<file path="config.mk">
export PLATFORM = sky130hd
export DESIGN_NAME = ysyx_25020047_lsu
export DESIGN_NICKNAME = d
export VERILOG_FILES = /design/src/rtl/ysyx_25020047_pkg.sv /design/src/rtl/ysyx_25020047_lsu_align.sv /design/src/rtl/ysyx_25020047_lsu.sv
export SDC_FILE = /design/constraint.sdc
export NUM_CORES = 1
export LEC_CHECK = 0
export BUFFER_PORTS_ARGS = -buffer_cell sky130_fd_sc_hd__buf_2
export CAP_MARGIN = 0
export CORE_ASPECT_RATIO = 1.2
export CORE_MARGIN = 2
export CORE_UTILIZATION = 54
export CTS_CLUSTER_SIZE = 16
export DETAILED_ROUTE_END_ITERATION = 8
export PLACE_DENSITY = 0.93
export RECOVER_POWER = 50
export SLEW_MARGIN = 25
export SYNTH_ARGS = -nofsm -noshare
export SYNTH_HDL_FRONTEND = slang
export SYNTH_HIERARCHICAL = 1
export SYNTH_SLANG_ARGS = --single-unit
</file>
<file path="constraint.sdc">
create_clock -name clk -period 6.5 [get_ports clk]
set_clock_uncertainty 0.05 [all_clocks]
set_input_delay 1.3 -clock clk [delete_from_list [all_inputs] [get_ports clk]]
set_output_delay 1.3 -clock clk [all_outputs]
set_load 0.01 [all_outputs]
</file>
<file path="src/rtl/ysyx_25020047_pkg.sv">
// ysyx_25020047_pkg
// Shared definitions for the load/store unit:
//   lsu_op_t     access type encoding driven by execute (LW, LBU, SW, SB)
//   lsu_state_t  LSU transaction FSM states
//   MASK_WORD    byte strobes for a full-word store
//   MASK_BYTE    byte strobe for lane 0, shifted by the address offset for SB
//   is_store()   true for the two store encodings
package ysyx_25020047_pkg;

    typedef enum logic [1:0] {
        LSU_LW  = 2'd0,
        LSU_LBU = 2'd1,
        LSU_SW  = 2'd2,
        LSU_SB  = 2'd3
    } lsu_op_t;

    typedef enum logic [1:0] {
        ST_IDLE = 2'd0,
        ST_REQ  = 2'd1,
        ST_WAIT = 2'd2,
        ST_RESP = 2'd3
    } lsu_state_t;

    localparam logic [3:0] MASK_WORD = 4'hF;
    localparam logic [3:0] MASK_BYTE = 4'h1;

    function automatic logic is_store(input lsu_op_t op);
        return (op == LSU_SW) || (op == LSU_SB);
    endfunction

endpackage

</file>
<file path="src/rtl/ysyx_25020047_lsu_align.sv">
// ysyx_25020047_lsu_align
// Combinational lane formatting for the LSU.
//   op        access type (lsu_op_t encoding)
//   off       byte offset inside the word (addr[1:0])
//   wdata     raw store data (rs2)
//   rdata     raw word returned by memory
//   wmask     byte-lane strobes (zero for loads)
//   wdata_rep store data placed on every lane that the mask may select
//   load_data aligned, zero-extended load result (zero for stores)
module ysyx_25020047_lsu_align
    import ysyx_25020047_pkg::*;
(
    input  logic [1:0]  op,
    input  logic [1:0]  off,
    input  logic [31:0] wdata,
    input  logic [31:0] rdata,
    output logic [3:0]  wmask,
    output logic [31:0] wdata_rep,
    output logic [31:0] load_data
);

    logic [7:0] rbyte;

    // Pick the addressed byte lane out of the returned word.
    always_comb begin
        rbyte = rdata[7:0];
        case (off)
            2'd0:    rbyte = rdata[7:0];
            2'd1:    rbyte = rdata[15:8];
            2'd2:    rbyte = rdata[23:16];
            default: rbyte = rdata[31:24];
        endcase
    end

    // Byte stores replicate the byte on all lanes so the strobe alone
    // decides which lane memory actually writes.
    always_comb begin
        wmask     = 4'h0;
        wdata_rep = 32'h0;
        load_data = 32'h0;
        case (lsu_op_t'(op))
            LSU_LW:  load_data = rdata;
            LSU_LBU: load_data = {24'h0, rbyte};
            LSU_SW: begin
                wmask     = MASK_WORD;
                wdata_rep = wdata;
            end
            default: begin
                wmask     = MASK_BYTE << off;
                wdata_rep = {4{wdata[7:0]}};
            end
        endcase
    end

endmodule

</file>
<file path="src/rtl/ysyx_25020047_lsu.sv">
// ysyx_25020047_lsu
// Load/store unit between execute and writeback. Accepts one access at a
// time, runs a request/response transaction on a word-wide memory port and
// holds the formatted result for writeback until it is consumed.
//   clk, rst                      clock, asynchronous active-high reset
//   in_valid/in_ready             access handshake from execute
//   in_op/in_addr/in_wdata/in_wen access type, address, store data, rd write enable
//   mem_req/mem_we/mem_addr/
//   mem_wdata/mem_wmask           memory request channel (held until mem_gnt)
//   mem_gnt                       request accepted
//   mem_rvalid/mem_rdata          memory response (read data or write done)
//   out_valid/out_ready           result handshake to writeback
//   out_data/out_wen/out_fault    load data, rd write enable, misalignment fault
// Optional feature macro: YSYX_25020047_LSU_MISALIGN_CHECK_EN makes misaligned
// LW/SW fault instead of silently accessing the containing word.
module ysyx_25020047_lsu
    import ysyx_25020047_pkg::*;
(
    input  logic        clk,
    input  logic        rst,
    input  logic        in_valid,
    output logic        in_ready,
    input  logic [1:0]  in_op,
    input  logic [31:0] in_addr,
    input  logic [31:0] in_wdata,
    input  logic        in_wen,
    output logic        mem_req,
    output logic        mem_we,
    output logic [31:0] mem_addr,
    output logic [31:0] mem_wdata,
    output logic [3:0]  mem_wmask,
    input  logic        mem_gnt,
    input  logic        mem_rvalid,
    input  logic [31:0] mem_rdata,
    output logic        out_valid,
    input  logic        out_ready,
    output logic [31:0] out_data,
    output logic        out_wen,
    output logic        out_fault
);

    lsu_state_t  state_q, state_d;
    lsu_op_t     op_q, op_d;
    logic [31:0] addr_q, addr_d;
    logic [31:0] wdata_q, wdata_d;
    logic        wen_q, wen_d;
    logic [31:0] data_q, data_d;
    logic        out_wen_q, out_wen_d;
    logic        fault_q, fault_d;
    logic        in_ready_q, in_ready_d;
    logic        mem_req_q, mem_req_d;
    logic        out_valid_q, out_valid_d;

    logic        misaligned;
    logic [3:0]  fmt_wmask;
    logic [31:0] fmt_wdata;
    logic [31:0] fmt_load;

    ysyx_25020047_lsu_align u_align (
        .op        (op_q),
        .off       (addr_q[1:0]),
        .wdata     (wdata_q),
        .rdata     (mem_rdata),
        .wmask     (fmt_wmask),
        .wdata_rep (fmt_wdata),
        .load_data (fmt_load)
    );

`ifdef YSYX_25020047_LSU_MISALIGN_CHECK_EN
    // Only word accesses can be misaligned; byte accesses fit any offset.
    assign misaligned = ((lsu_op_t'(in_op) == LSU_LW) || (lsu_op_t'(in_op) == LSU_SW))
                        && (in_addr[1:0] != 2'b00);
`else
    assign misaligned = 1'b0;
`endif

    // Next-state logic. Handshake outputs are derived from the next state so
    // they come straight out of flops and track the FSM without a cycle lag.
    always_comb begin
        state_d   = state_q;
        op_d      = op_q;
        addr_d    = addr_q;
        wdata_d   = wdata_q;
        wen_d     = wen_q;
        data_d    = data_q;
        out_wen_d = out_wen_q;
        fault_d   = fault_q;
        case (state_q)
            ST_IDLE: begin
                if (in_valid) begin
                    op_d    = lsu_op_t'(in_op);
                    addr_d  = in_addr;
                    wdata_d = in_wdata;
                    wen_d   = in_wen;
                    if (misaligned) begin
                        state_d   = ST_RESP;
                        data_d    = 32'h0;
                        out_wen_d = 1'b0;
                        fault_d   = 1'b1;
                    end else begin
                        state_d = ST_REQ;
                    end
                end
            end
            // A response seen together with the grant is not the response to
            // this request, so REQ looks only at mem_gnt.
            ST_REQ: begin
                if (mem_gnt) begin
                    state_d = ST_WAIT;
                end
            end
            ST_WAIT: begin
                if (mem_rvalid) begin
                    state_d   = ST_RESP;
                    data_d    = fmt_load;
                    out_wen_d = wen_q && !is_store(op_q);
                    fault_d   = 1'b0;
                end
            end
            default: begin
                if (out_ready) begin
                    state_d = ST_IDLE;
                end
            end
        endcase
        in_ready_d  = (state_d == ST_IDLE);
        mem_req_d   = (state_d == ST_REQ);
        out_valid_d = (state_d == ST_RESP);
    end

    // Reset drops mem_req/out_valid immediately, abandoning any transaction.
    always_ff @(posedge clk or posedge rst) begin
        if (rst) begin
            state_q     <= ST_IDLE;
            op_q        <= LSU_LW;
            addr_q      <= 32'h0;
            wdata_q     <= 32'h0;
            wen_q       <= 1'b0;
            data_q      <= 32'h0;
            out_wen_q   <= 1'b0;
            fault_q     <= 1'b0;
            in_ready_q  <= 1'b1;
            mem_req_q   <= 1'b0;
            out_valid_q <= 1'b0;
        end else begin
            state_q     <= state_d;
            op_q        <= op_d;
            addr_q      <= addr_d;
            wdata_q     <= wdata_d;
            wen_q       <= wen_d;
            data_q      <= data_d;
            out_wen_q   <= out_wen_d;
            fault_q     <= fault_d;
            in_ready_q  <= in_ready_d;
            mem_req_q   <= mem_req_d;
            out_valid_q <= out_valid_d;
        end
    end

    // Request and result buses are qualified by their valids so they read
    // zero whenever nothing is being offered.
    assign in_ready  = in_ready_q;
    assign mem_req   = mem_req_q;
    assign mem_we    = mem_req_q && is_store(op_q);
    assign mem_addr  = mem_req_q ? {addr_q[31:2], 2'b00} : 32'h0;
    assign mem_wdata = mem_req_q ? fmt_wdata : 32'h0;
    assign mem_wmask = mem_req_q ? fmt_wmask : 4'h0;
    assign out_valid = out_valid_q;
    assign out_data  = out_valid_q ? data_q : 32'h0;
    assign out_wen   = out_valid_q && out_wen_q;
    assign out_fault = out_valid_q && fault_q;

endmodule

</file>
==> results of run 1 <==
power by group:
| group | internal [uW] | total (uW) | switching [uW] |
|---|---|---|---|
| sequential | 957 | 1230 | 270 |
| clock | 369 | 605 | 236 |
| combinational | 659 | 1200 | 538 |
| total | 1980 | 3030 | 1040 |
layer usage:
metal / up-vias / global-route usage [%] / wire, um
li1: 2066 / - / -
met1: 2160 / 29.8 / 5580
met2: 211 / 42.1 / 6980
met3: 21 / 4.63 / 1070
met4: 0 / 10.3 / 324
met5: - / 0 / 0
cell families (layout without fill, tap and decap cells):
group	Yosys count	in the layout	share of synthesized area (%)
AOI/OAI and AO/OA	49	49	6.24
buffers and inverters	43	230	4.59
DFF	105	105	45.7
muxes	109	109	21.4
other	1	3	0.0652
and+or+nand+nor	203	203	22.1
critical path, stage by stage:
cell      delay [ns]
clkbuf_1        0.16
nor3b_1         0.25
clkbuf_1        2.55
mux2_2          0.50
state kept, by name, summed over array words and instances, names as in the netlist:
name,flops
addr_q,32
op_q,2
out_wen_q,1
in_ready,1
out_valid,1
wdata_q,32
state_q,2
wen_q,1
data_q,32
mem_req,1
worst min path at each step:
stage               cells past startpoint     endpoint   startpoint
floorplan                               1   data_q[11]   data_q[11]
global placement                        1  wdata_q[10]  wdata_q[10]
detailed placement                      1  wdata_q[10]  wdata_q[10]
CTS                                     1  wdata_q[10]  wdata_q[10]
global route                            1   data_q[27]   data_q[27]
finish                                  1   data_q[11]   data_q[11]
metrics by stage:
step | area [sq um] | hold slack (ns) | cells | util, %
finish | 7050 | 0.437 | 828 | 67.4
global route | 7050 | 0.460 | 828 | 67.4
CTS | 7090 | 0.441 | 828 | 67.7
detailed placement | 6750 | 0.426 | 812 | 64.5
global placement | 6740 | 0.420 | 812 | 64.4
floorplan | 5760 | 0.406 | 512 | -
layout by cell type, fill, tap and decap left out, types with 2 or more instances in the layout:
cell type	count
a21boi_1	2
inv_1	2
a221o_1	8
nor2b_1	17
o21ai_1	2
and2_1	133
nand2b_1	30
a21boi_0	26
buf_2	202
clkbuf_8	3
dfrtp_1	103
clkbuf_16	9
buf_4	3
a21oi_1	2
nor2_1	8
bufinv_16	2
mux2_2	68
mux2_1	32
conb_1	3
mux2i_1	8
o21ai_0	7
nand2_1	9
clkbuf_1	6
area by class of cell:
| type | instances | area share, % |
|---|---|---|
| repair buffers | 211 | 15.0 |
| inverters | 3 | 0.177 |
| clock buffers | 12 | 3.78 |
| multi-input cells | 364 | 40.4 |
| clock inverters | 4 | 1.05 |
| well taps | 129 | 2.29 |
| flip-flops and latches | 105 | 37.3 |
==> key figures, run 1 <==
Global routing
  • GRT Util Overall: 24.2%
  • Number of global-route vias before repair: between 4000 and 5000
  • Initial antenna violation count: 0
  • First-pass GRT wire length: 22100 um
  • Largest net degree at the start of global routing: just under 70
  • GRT overflow: 0

Place
  • DP Wirelength: between 10000 and 15000 um
  • Port buffer count: a little over 200
  • Final RePlAce weighted congestion: 0.931
  • Placement Setup Slack: 3.56 ns

STA
  • Slew @ Worst Pin: ~3.6 ns
  • Fmax: 215 MHz
  • Slew Limit Fails: 160
  • Final Cycle Share: between 70% and 80%
  • Final hold vios: 0
  • Worst relative slew slack: -140%
  • Setup violators final: 0
  • Setup tns final: 0 ns
  • Setup WS post-layout: 1.85 ns
  • Unrepaired setup endpoints after global routing: false
  • Tmin final: 4.65 ns

Floorplanning
  • Die Ht: about 120 um
  • # rows: 41
  • Starting Density: between 50% and 60%
  • Die width: 98.2 um
  • IO Pins: 211
  • Die ar.: about 0.011 sq mm
  • Core area: 0.0105 sq mm

Routing
  • Drt first-iter violations: 242
  • DR DRC count: 0
  • Wire length per cell: 16.8 um
  • First-pass DRT Iterations: 4
  • Drt total wl: 13900 um
  • Vias after detailed routing: 4458
  • Antenna Violating Nets Remaining: 0
  • DR vias/cell: between 5 and 6

Synthesis
  • Yosys warnings: 6
  • Seq/Total Area, Yosys: 45.7%
  • Top cells by area, synth: dfrtp_1 45%, and2_1 14%, mux2_2 13%, mux2_1 6.3%, a21boi_0 3.4%
  • Cell Area, Synth: 0.00575 sq mm
  • Commonest cells post-synth: 133 x and2_1, 104 x dfrtp_1, 68 x mux2_2
  • #FFs+latches synth: about 110
  • Post-Syn Instances: 510
  • Area leader, netlist: dfrtp_1
  • Distinct cell type count after synthesis: 33
  • Primary FF master, synth: dfrtp_1
  • Ys async rst share: 100%
  • Number of synthesized flops with an enable pin: 0
  • Most frequent cell after synthesis: and2_1
  • Synth top area share: 45.2%
  • Mean post-synth cell area: 11.3 sq um

Critical path
  • R2r setup slk: 2.43 ns
  • Worst R2R End: addr_q[5]
  • CP startpoint kind: primary input
  • CP Capture Point: addr_q[5]
  • CP Launch Point: in_valid
  • CP Class: in -> reg
  • Critical Path RT: 6.67 ns
  • Crit path arrival time: between 4 and 5 ns
  • Worst setup EP type: flop
  • CP Max Fanout: 67
  • R2R depth: 3
  • R2r startpoint: state_q[0]

Clock tree
  • Max Root-Sink Buffers: 2
  • CTS buffer count: 9
  • Post-CTS Setup Repair Bufs: 0
  • CTS Sinks: 105
  • CTS root buffer: clkbuf_16
  • Hold Buf Count CTS: 0
  • CTS resizes: 0
  • H-tree Lvls: 3
  • Worst-skew pair later-pin latency: approximately 0.34 ns
  • Clk slew on worst S/H paths: 0.06 ns
  • CTS tree: yes

Power
  • Tot Pwr: 3030 uW
  • Cell Pwr Density: 430 mW/mm^2
  • Max rail drop VDD: roughly 0.22 mV
  • LEAKAGE: 0.00358 uW

Outcome
  • Failing checks: capacitance limit, slew limit
  • Outcome: complete, but fails checks

Layout
  • Layout fillers: 799
  • Area of the multi-input gates: 0.00285 sq mm
  • Register area: 0.00263 sq mm
  • Nets: roughly 800
  • Layout cell share with drive strength beyond 1: a little over two fifths
  • Area delta synth->final: 22.6%
  • N_diodes: 0

Hold path
  • Hold crit path type: reg -> reg

Job
  • Max-cap check violation count: 3
No activity file was read; power rests on OpenSTA's default activity.
==> run 2: changes to the inputs <==
ABC_AREA = 1   (was unset)
CORE_UTILIZATION = 46   (was 54)
PLACE_DENSITY = 0.85   (was 0.93)
clock period = 4.1 ns   (was 6.5 ns; I/O delays follow)
==> run 2 against run 1 <==
The flow still finishes with violations (capacitance limit, slew limit); non-clock buffer count grew 1; sequential power grew 63%; global-route usage grew 0.14 points; combinational power grew 64%; design area grew 2.7%; sequential cell count is the same; sequential share of layout area shrank 0.94 points; core utilization shrank 10 points; critical path depth grew 3; largest power group unchanged.
==> key figures, run 2 <==
STA
  • Final Cycle Share: 72.8%
  • Unrepaired setup endpoints after global routing: false (unchanged)
  • Slew Limit Fails: 71 (was 160)
  • Setup tns final: 0 ns (unchanged)
  • Fmax: approximately 340 MHz
  • Setup violators final: 0 (unchanged)
  • Slew @ Worst Pin: 2.31 ns (was 3.60 ns)
  • Worst relative slew slack: -54.7% (was -140%)
  • Tmin final: around 3 ns
  • Final hold vios: 0 (unchanged)

Critical path
  • Crit path arrival time: 2.11 ns (was 4.82 ns)
  • CP Max Fanout: 24 (was 67)
  • Largest stage delay on the critical path: 0.61 ns (was 2.55 ns)
  • R2R depth: 4 (was 3)
  • Crit path buf inv count: 4 (was 2)
  • Most common cell on crit path: inv_1 (was clkbuf_1)
  • Number of cells on the critical path: 7 (was 4)
  • Worst setup EP type: output pin (was flop)
  • Worst-path cell chain: inv_1, or2_1, buf_4, o21ai_2, nand2_1, inv_1, buf_2 (was clkbuf_1, nor3b_1, clkbuf_1, mux2_2)
  • Critical Path RT: 3.23 ns (was 6.67 ns)
  • CP startpoint kind: flop (was primary input)
  • Slowest-stage cell, CP: dfrtp_1 (was clkbuf_1)
  • CP Class: reg -> out (was in -> reg)
  • Crit path max-delay family: buffers and inverters (unchanged)

Floorplanning
  • Die Ht: 129 um (was 117 um)
  • Core area: 0.0127 sq mm (was 0.0105 sq mm)
  • Die ar.: 0.0139 sq mm (was 0.0115 sq mm)
  • Die width: 108 um (was 98.2 um)
  • # rows: 45 (was 41)
  • IO Pins: 211 (unchanged)
  • Starting Density: 47.0% (was 55.0%)

Synthesis
  • Primary FF master, synth: dfrtp_1 (unchanged)
  • Area leader, netlist: dfrtp_1 (unchanged)
  • Post-Syn Instances: 884 (was 510)
  • Ys async rst share: 100% (unchanged)
  • Distinct cell type count after synthesis: 24 (was 33)
  • Commonest cells post-synth: 388 x nand2_1, 164 x inv_1, 104 x dfrtp_1 (was 133 x and2_1, 104 x dfrtp_1, 68 x mux2_2)
  • Seq/Total Area, Yosys: 44.1% (was 45.7%)
  • Number of synthesized flops with an enable pin: 0 (unchanged)
  • Most frequent cell after synthesis: nand2_1 (was and2_1)
  • Cell Area, Synth: 0.00595 sq mm (was 0.00575 sq mm)
  • Top cells by area, synth: dfrtp_1 44%, nand2_1 24%, inv_1 10%, nand3_1 7.2%, o21ai_2 2.5% (was dfrtp_1 45%, and2_1 14%, mux2_2 13%, mux2_1 6.3%, a21boi_0 3.4%)
  • Synth top area share: 43.7% (was 45.2%)
  • #FFs+latches synth: 105 (unchanged)
  • Yosys warnings: 6 (unchanged)
  • Mean post-synth cell area: 6.74 sq um (was 11.3 sq um)

Clock tree
  • Worst-skew pair later-pin latency: 0.34 ns (about the same)
  • Clk slew on worst S/H paths: 0.07 ns (was 0.06 ns)
  • CTS Sinks: 105 (unchanged)
  • Hold Buf Count CTS: 0 (unchanged)
  • CTS root buffer: clkbuf_16 (unchanged)
  • Max Root-Sink Buffers: 2 (unchanged)
  • H-tree Lvls: 3 (unchanged)
  • CTS tree: yes (unchanged)
  • CTS buffer count: 9 (unchanged)
  • Post-CTS Setup Repair Bufs: 0 (unchanged)
  • CTS resizes: 0 (unchanged)

Hold path
  • Hold depth: 2 (was 1)
  • Hold crit path type: reg -> reg (unchanged)

Power
  • Max rail drop VDD: 0.351 mV (was 0.220 mV)
  • LEAKAGE: 0.00504 uW (was 0.00358 uW)
  • Cell Pwr Density: 679 mW/mm^2 (was 430 mW/mm^2)

Routing
  • DR vias/cell: 4.83 (was 5.38)
  • Vias after detailed routing: 5932 (was 4458)
  • First-pass DRT Iterations: 5 (was 4)
  • Drt total wl: 16700 um (was 13900 um)
  • DR DRC count: 0 (unchanged)
  • Antenna Violating Nets Remaining: 0 (unchanged)
  • Drt first-iter violations: 435 (was 242)
  • Wire length per cell: 13.6 um (was 16.8 um)

Job
  • Max-cap check violation count: 1 (was 3)

Place
  • Placed insts: 1210 (was 812)
  • DP Wirelength: 11700 um (was 10000 um)
  • Port buffer count: 207 (unchanged)
  • Dpl cell area: 0.00693 sq mm (was 0.00675 sq mm)
  • Final RePlAce weighted congestion: 0.905 (was 0.931)

Layout
  • Most frequent cells in the layout: 389 x nand2_1, 206 x buf_2, 163 x inv_1, 102 x dfrtp_1, 86 x nand3_1 (was 202 x buf_2, 133 x and2_1, 103 x dfrtp_1, 68 x mux2_2, 32 x mux2_1)
  • Layout cell share with drive strength beyond 1: 23.8% (was 42.3%)
  • Non-filler cells, final: 1227 (was 828)
  • Biggest registers after layout: addr_q x32, data_q x32, wdata_q x32 (unchanged)
  • Area delta synth->final: 21.6% (was 22.6%)
  • Nets: 1162 (was 799)
  • Commonest non-fill, non-tap cell in the layout: nand2_1 (was buf_2)
  • Finished Cell Area: 0.00724 sq mm (was 0.00705 sq mm)

Global routing
  • Initial antenna violation count: 3 (was 0)
  • GRT Util Overall: 24.3% (was 24.2%)
  • Number of global-route vias before repair: 5519 (was 4529)
  • GRT overflow: 0 (unchanged)
  • Largest net degree at the start of global routing: 80 (was 68)
  • First-pass GRT wire length: 26600 um (was 22100 um)

Outcome
  • Failing checks: capacitance limit, slew limit (unchanged)
  • Outcome: complete, but fails checks (unchanged)
[run 2: final timing paths]
kind / start / to / slack [ns]
setup / recovery: op_q[1] / mem_wdata[15] / 1.12
hold / removal: wdata_q[15] / wdata_q[15] / 0.42
setup reg to reg: state_q[0] / in_ready / 1.21
hold reg to reg: wdata_q[15] / wdata_q[15] / 0.42
max in group asynchronous: rst / data_q[13] / 2.33
min in group asynchronous: rst / data_q[25] / 0.55
[run 2: metal layers]
| layer | part of all wire [%] | wire length [um] | vias up | track usage, % |
|---|---|---|---|---|
| met5 | 0.16 | 27 | - | 0 |
| met4 | 2.5 | 409 | 4 | 9.58 |
| met3 | 6.2 | 1030 | 38 | 4.10 |
| met2 | 50 | 8360 | 229 | 42.0 |
| met1 | 41 | 6850 | 2728 | 30.4 |
| li1 | - | - | 2933 | - |
[run 2: worst min-delay path, delay by kind of cell (launching register included)]
kind | cells | cell delay, ns
flip-flops | 1 | 0.34
AND/OR/NAND/NOR | 2 | 0.10
[run 2: report_power, final]
group	total (uW)	internal [uW]	leakage [uW]	switching (uW)
clock network	943	553	0.000151	390
logic	1970	693	0.00357	1280
registers	2000	1530	0.00133	471
total	4910	2770	0.00504	2140
[run 2: cell families (layout without fill, tap and decap cells)]
group,after synthesis,in the layout,share of synthesized area [%]
other,1,4,0.0630
AND/OR/NAND/NOR,513,513,34.9
flip-flops,105,105,44.1
buffers and inverters,220,396,15.9
AO/OA/AOI/OAI,45,45,4.94
[run 2: layout make-up]
cell class                      count  area, sq um
Antenna cell                        1         2.50
Sequential cell                   105         2630
Fill cell                        1263         5430
Timing Repair Buffer              212         1060
Inverter                          168          636
Tap cell                          164          205
Clock buffer                       10          239
Multi-Input combinational cell    561         2370
Clock inverter                      6         91.3
[run 2: per-stage QoR]
| step | utilization (%) | power [uW] | hold WS, ns | setup WS (ns) |
|---|---|---|---|---|
| after floorplan | - | 3420 | 0.387 | 0.471 |
| final | 57.2 | 4910 | 0.423 | 1.12 |
| after global placement | 54.7 | 3910 | 0.404 | 1.59 |
| after CTS | 57.3 | 4940 | 0.426 | 1.13 |
| after global routing | 57.2 | 5340 | 0.441 | 0.892 |
| after detailed placement | 54.7 | 3980 | 0.408 | 1.51 |
==> run 3: changes to the inputs <==
clock period = 2.7 ns   (was 4.1 ns; I/O delays follow)
==> run 3 against run 2 <==
The flow now finishes without violations; wire length is 3.1% lower; largest power group is now combinational logic; global-route usage is 0.45 points lower; non-clock buffer count is 8 higher; count of clock-buffer cells in the layout is 2 higher; critical path depth stayed put; combinational power is 63% higher; sequential power is 42% higher; sequential cell count stayed put; critical endpoint unchanged; core utilization is 0.18 points higher; cell count is 0.65% higher; sequential share of layout area is 0.16 points lower.
==> key figures, run 3 (synthesis results as in run 2) <==
Critical path
  • Crit path arrival time: 1.83 ns (was 2.11 ns)
  • CP Max Fanout: 27 (was 24)
  • CP startpoint kind: flop (unchanged)
  • Critical Path RT: 2.11 ns (was 3.23 ns)
  • CP Class: reg -> out (unchanged)
  • Worst setup EP type: output pin (unchanged)

Layout
  • Biggest registers after layout: addr_q x32, data_q x32, wdata_q x32 (unchanged)
  • Area delta synth->final: 22.0% (was 21.6%)
  • Most frequent cells in the layout: 388 x nand2_1, 203 x buf_2, 165 x inv_1, 103 x dfrtp_1, 86 x nand3_1 (was 389 x nand2_1, 206 x buf_2, 163 x inv_1, 102 x dfrtp_1, 86 x nand3_1)
  • Commonest non-fill, non-tap cell in the layout: nand2_1 (unchanged)
  • Layout cell share with drive strength beyond 1: 23.8% (about the same)
  • Nets: 1170 (was 1162)

Clock tree
  • CTS root buffer: clkbuf_16 (unchanged)
  • CTS resizes: 0 (unchanged)
  • H-tree Lvls: 3 (unchanged)
  • CTS Sinks: 105 (unchanged)
  • Hold Buf Count CTS: 0 (unchanged)
  • CTS tree: yes (unchanged)
  • CTS buffer count: 9 (unchanged)
  • Clk slew on worst S/H paths: 0.08 ns (was 0.07 ns)
  • Max Root-Sink Buffers: 2 (unchanged)
  • Post-CTS Setup Repair Bufs: 0 (unchanged)
  • Worst-skew pair later-pin latency: 0.35 ns (was 0.34 ns)

Power
  • Total internal power: 4150 uW (was 2770 uW)
  • Max rail drop VDD: 0.483 mV (was 0.351 mV)
  • Sequential power share: 38.5% (was 40.6%)
  • LEAKAGE: 0.00507 uW (was 0.00504 uW)
  • NetSw: 3210 uW (was 2140 uW)
  • Cell Pwr Density: 1010 mW/mm^2 (was 679 mW/mm^2)
  • Comb pwr share: 43.7% (was 40.2%)
  • Sw Ratio: 43.6% (about the same)
  • Clock Power Share: 17.8% (was 19.2%)

STA
  • Setup violators final: 0 (unchanged)
  • Setup WS post-layout: 0.280 ns (was 1.12 ns)
  • Setup tns final: 0 ns (unchanged)
  • Tmin final: 2.42 ns
  • Slew @ Worst Pin: 1.44 ns (was 2.31 ns)
  • Slew Limit Fails: 0 (was 71)
  • Fin Hold WS: 0.361 ns (was 0.423 ns)
  • Fmax: around 410 MHz
  • Worst relative slew slack: 4.12% (was -54.7%)
  • Final hold vios: 0 (unchanged)
  • Final Cycle Share: about nine tenths
  • Unrepaired setup endpoints after global routing: false (unchanged)

Floorplanning
  • Die ar.: 0.0139 sq mm (unchanged)
  • Die width: 108 um (unchanged)
  • Starting Density: 47.0% (unchanged)
  • # rows: 45 (unchanged)
  • Die Ht: 129 um (unchanged)
  • Core area: 0.0127 sq mm (unchanged)
  • IO Pins: 211 (unchanged)

Outcome
  • Outcome: finished clean (was complete, but fails checks)

Place
  • DP Wirelength: 11300 um (was 11700 um)
  • Placement Setup Slack: 0.693 ns (was 1.51 ns)
  • Port buffer count: 207 (unchanged)
  • Final RePlAce weighted congestion: 0.867 (was 0.905)

Global routing
  • Initial antenna violation count: 3 (unchanged)
  • GRT Util Overall: 23.9% (was 24.3%)
  • Largest net degree at the start of global routing: 106 (was 80)
  • GRT overflow: 0 (unchanged)
  • First-pass GRT wire length: 26300 um (was 26600 um)
  • Number of global-route vias before repair: 5528 (was 5519)

Routing
  • Drt total wl: 16200 um (was 16700 um)
  • Drt first-iter violations: 467 (was 435)
  • Antenna Violating Nets Remaining: 0 (unchanged)
  • DR DRC count: 0 (unchanged)
  • First-pass DRT Iterations: 5 (unchanged)
  • Vias after detailed routing: 5986 (was 5932)
  • Wire length per cell: 13.1 um (was 13.6 um)
  • DR vias/cell: 4.85 (was 4.83)

Job
  • Max-cap check violation count: 0 (was 1)

Hold path
  • Hold crit path type: in -> reg (was reg -> reg)
run 3: routing by layer:
layer | GRT usage [%] | wire [um]
met5 | 0 | 24
met3 | 4.76 | 1220
met1 | 30.3 | 6600
met2 | 40.0 | 7840
met4 | 9.65 | 477
run 3: worst max-delay path, stage by stage (launching register included):
cell     delay (ns)
dfrtp_1        0.46
inv_1          0.10
or2_1          0.21
buf_4          0.24
o21ai_2        0.15
nand2_1        0.07
inv_1          0.10
buf_2          0.14
run 3: final timing paths:
| path | from | to | slack [ns] | cells after the start |
|---|---|---|---|---|
| max | op_q[1] | mem_wdata[15] | 0.28 | 7 |
| min | in_wdata[1] | wdata_q[1] | 0.36 | 3 |
| max reg2reg | state_q[0] | wdata_q[13] | 0.61 | 5 |
| min reg2reg | wdata_q[31] | wdata_q[31] | 0.42 | 2 |
| max in group asynchronous | rst | mem_req | 0.92 | 3 |
| min in group asynchronous | rst | data_q[23] | 0.61 | 3 |
run 3: cell type report:
type / count / area (sq um)
Clock buffer: 12 / 236
Fill cell: 1238 / 5400
Multi-Input combinational cell: 561 / 2370
Timing Repair Buffer: 220 / 1130
Sequential cell: 105 / 2630
Clock inverter: 4 / 55.1
Inverter: 168 / 634
Tap cell: 164 / 205
Antenna cell: 1 / 2.50
run 3: metrics by stage:
| step | utilization [%] | cells | instance area, sq um | power, uW |
|---|---|---|---|---|
| detailed placement | 55.3 | 1218 | 7000 | 6100 |
| floorplan | - | 886 | 5970 | 5200 |
| finish | 57.4 | 1235 | 7270 | 7350 |
| global placement | 55.3 | 1218 | 7000 | 6000 |
| CTS | 57.6 | 1234 | 7290 | 7420 |
| global route | 57.4 | 1235 | 7270 | 8030 |
run 3: power by group through the flow:
| stage | combinational [uW] | sequential [uW] | clock (uW) |
|---|---|---|---|
| 6_report | 3210 | 2830 | 1310 |
| 5_1_grt | 3690 | 2930 | 1410 |
| 4_1_cts | 3250 | 2840 | 1330 |
| 3_5_place_dp | 3240 | 2860 | 0 |
| 3_3_place_gp | 3160 | 2840 | 0 |
| 2_1_floorplan | 2520 | 2670 | 0 |
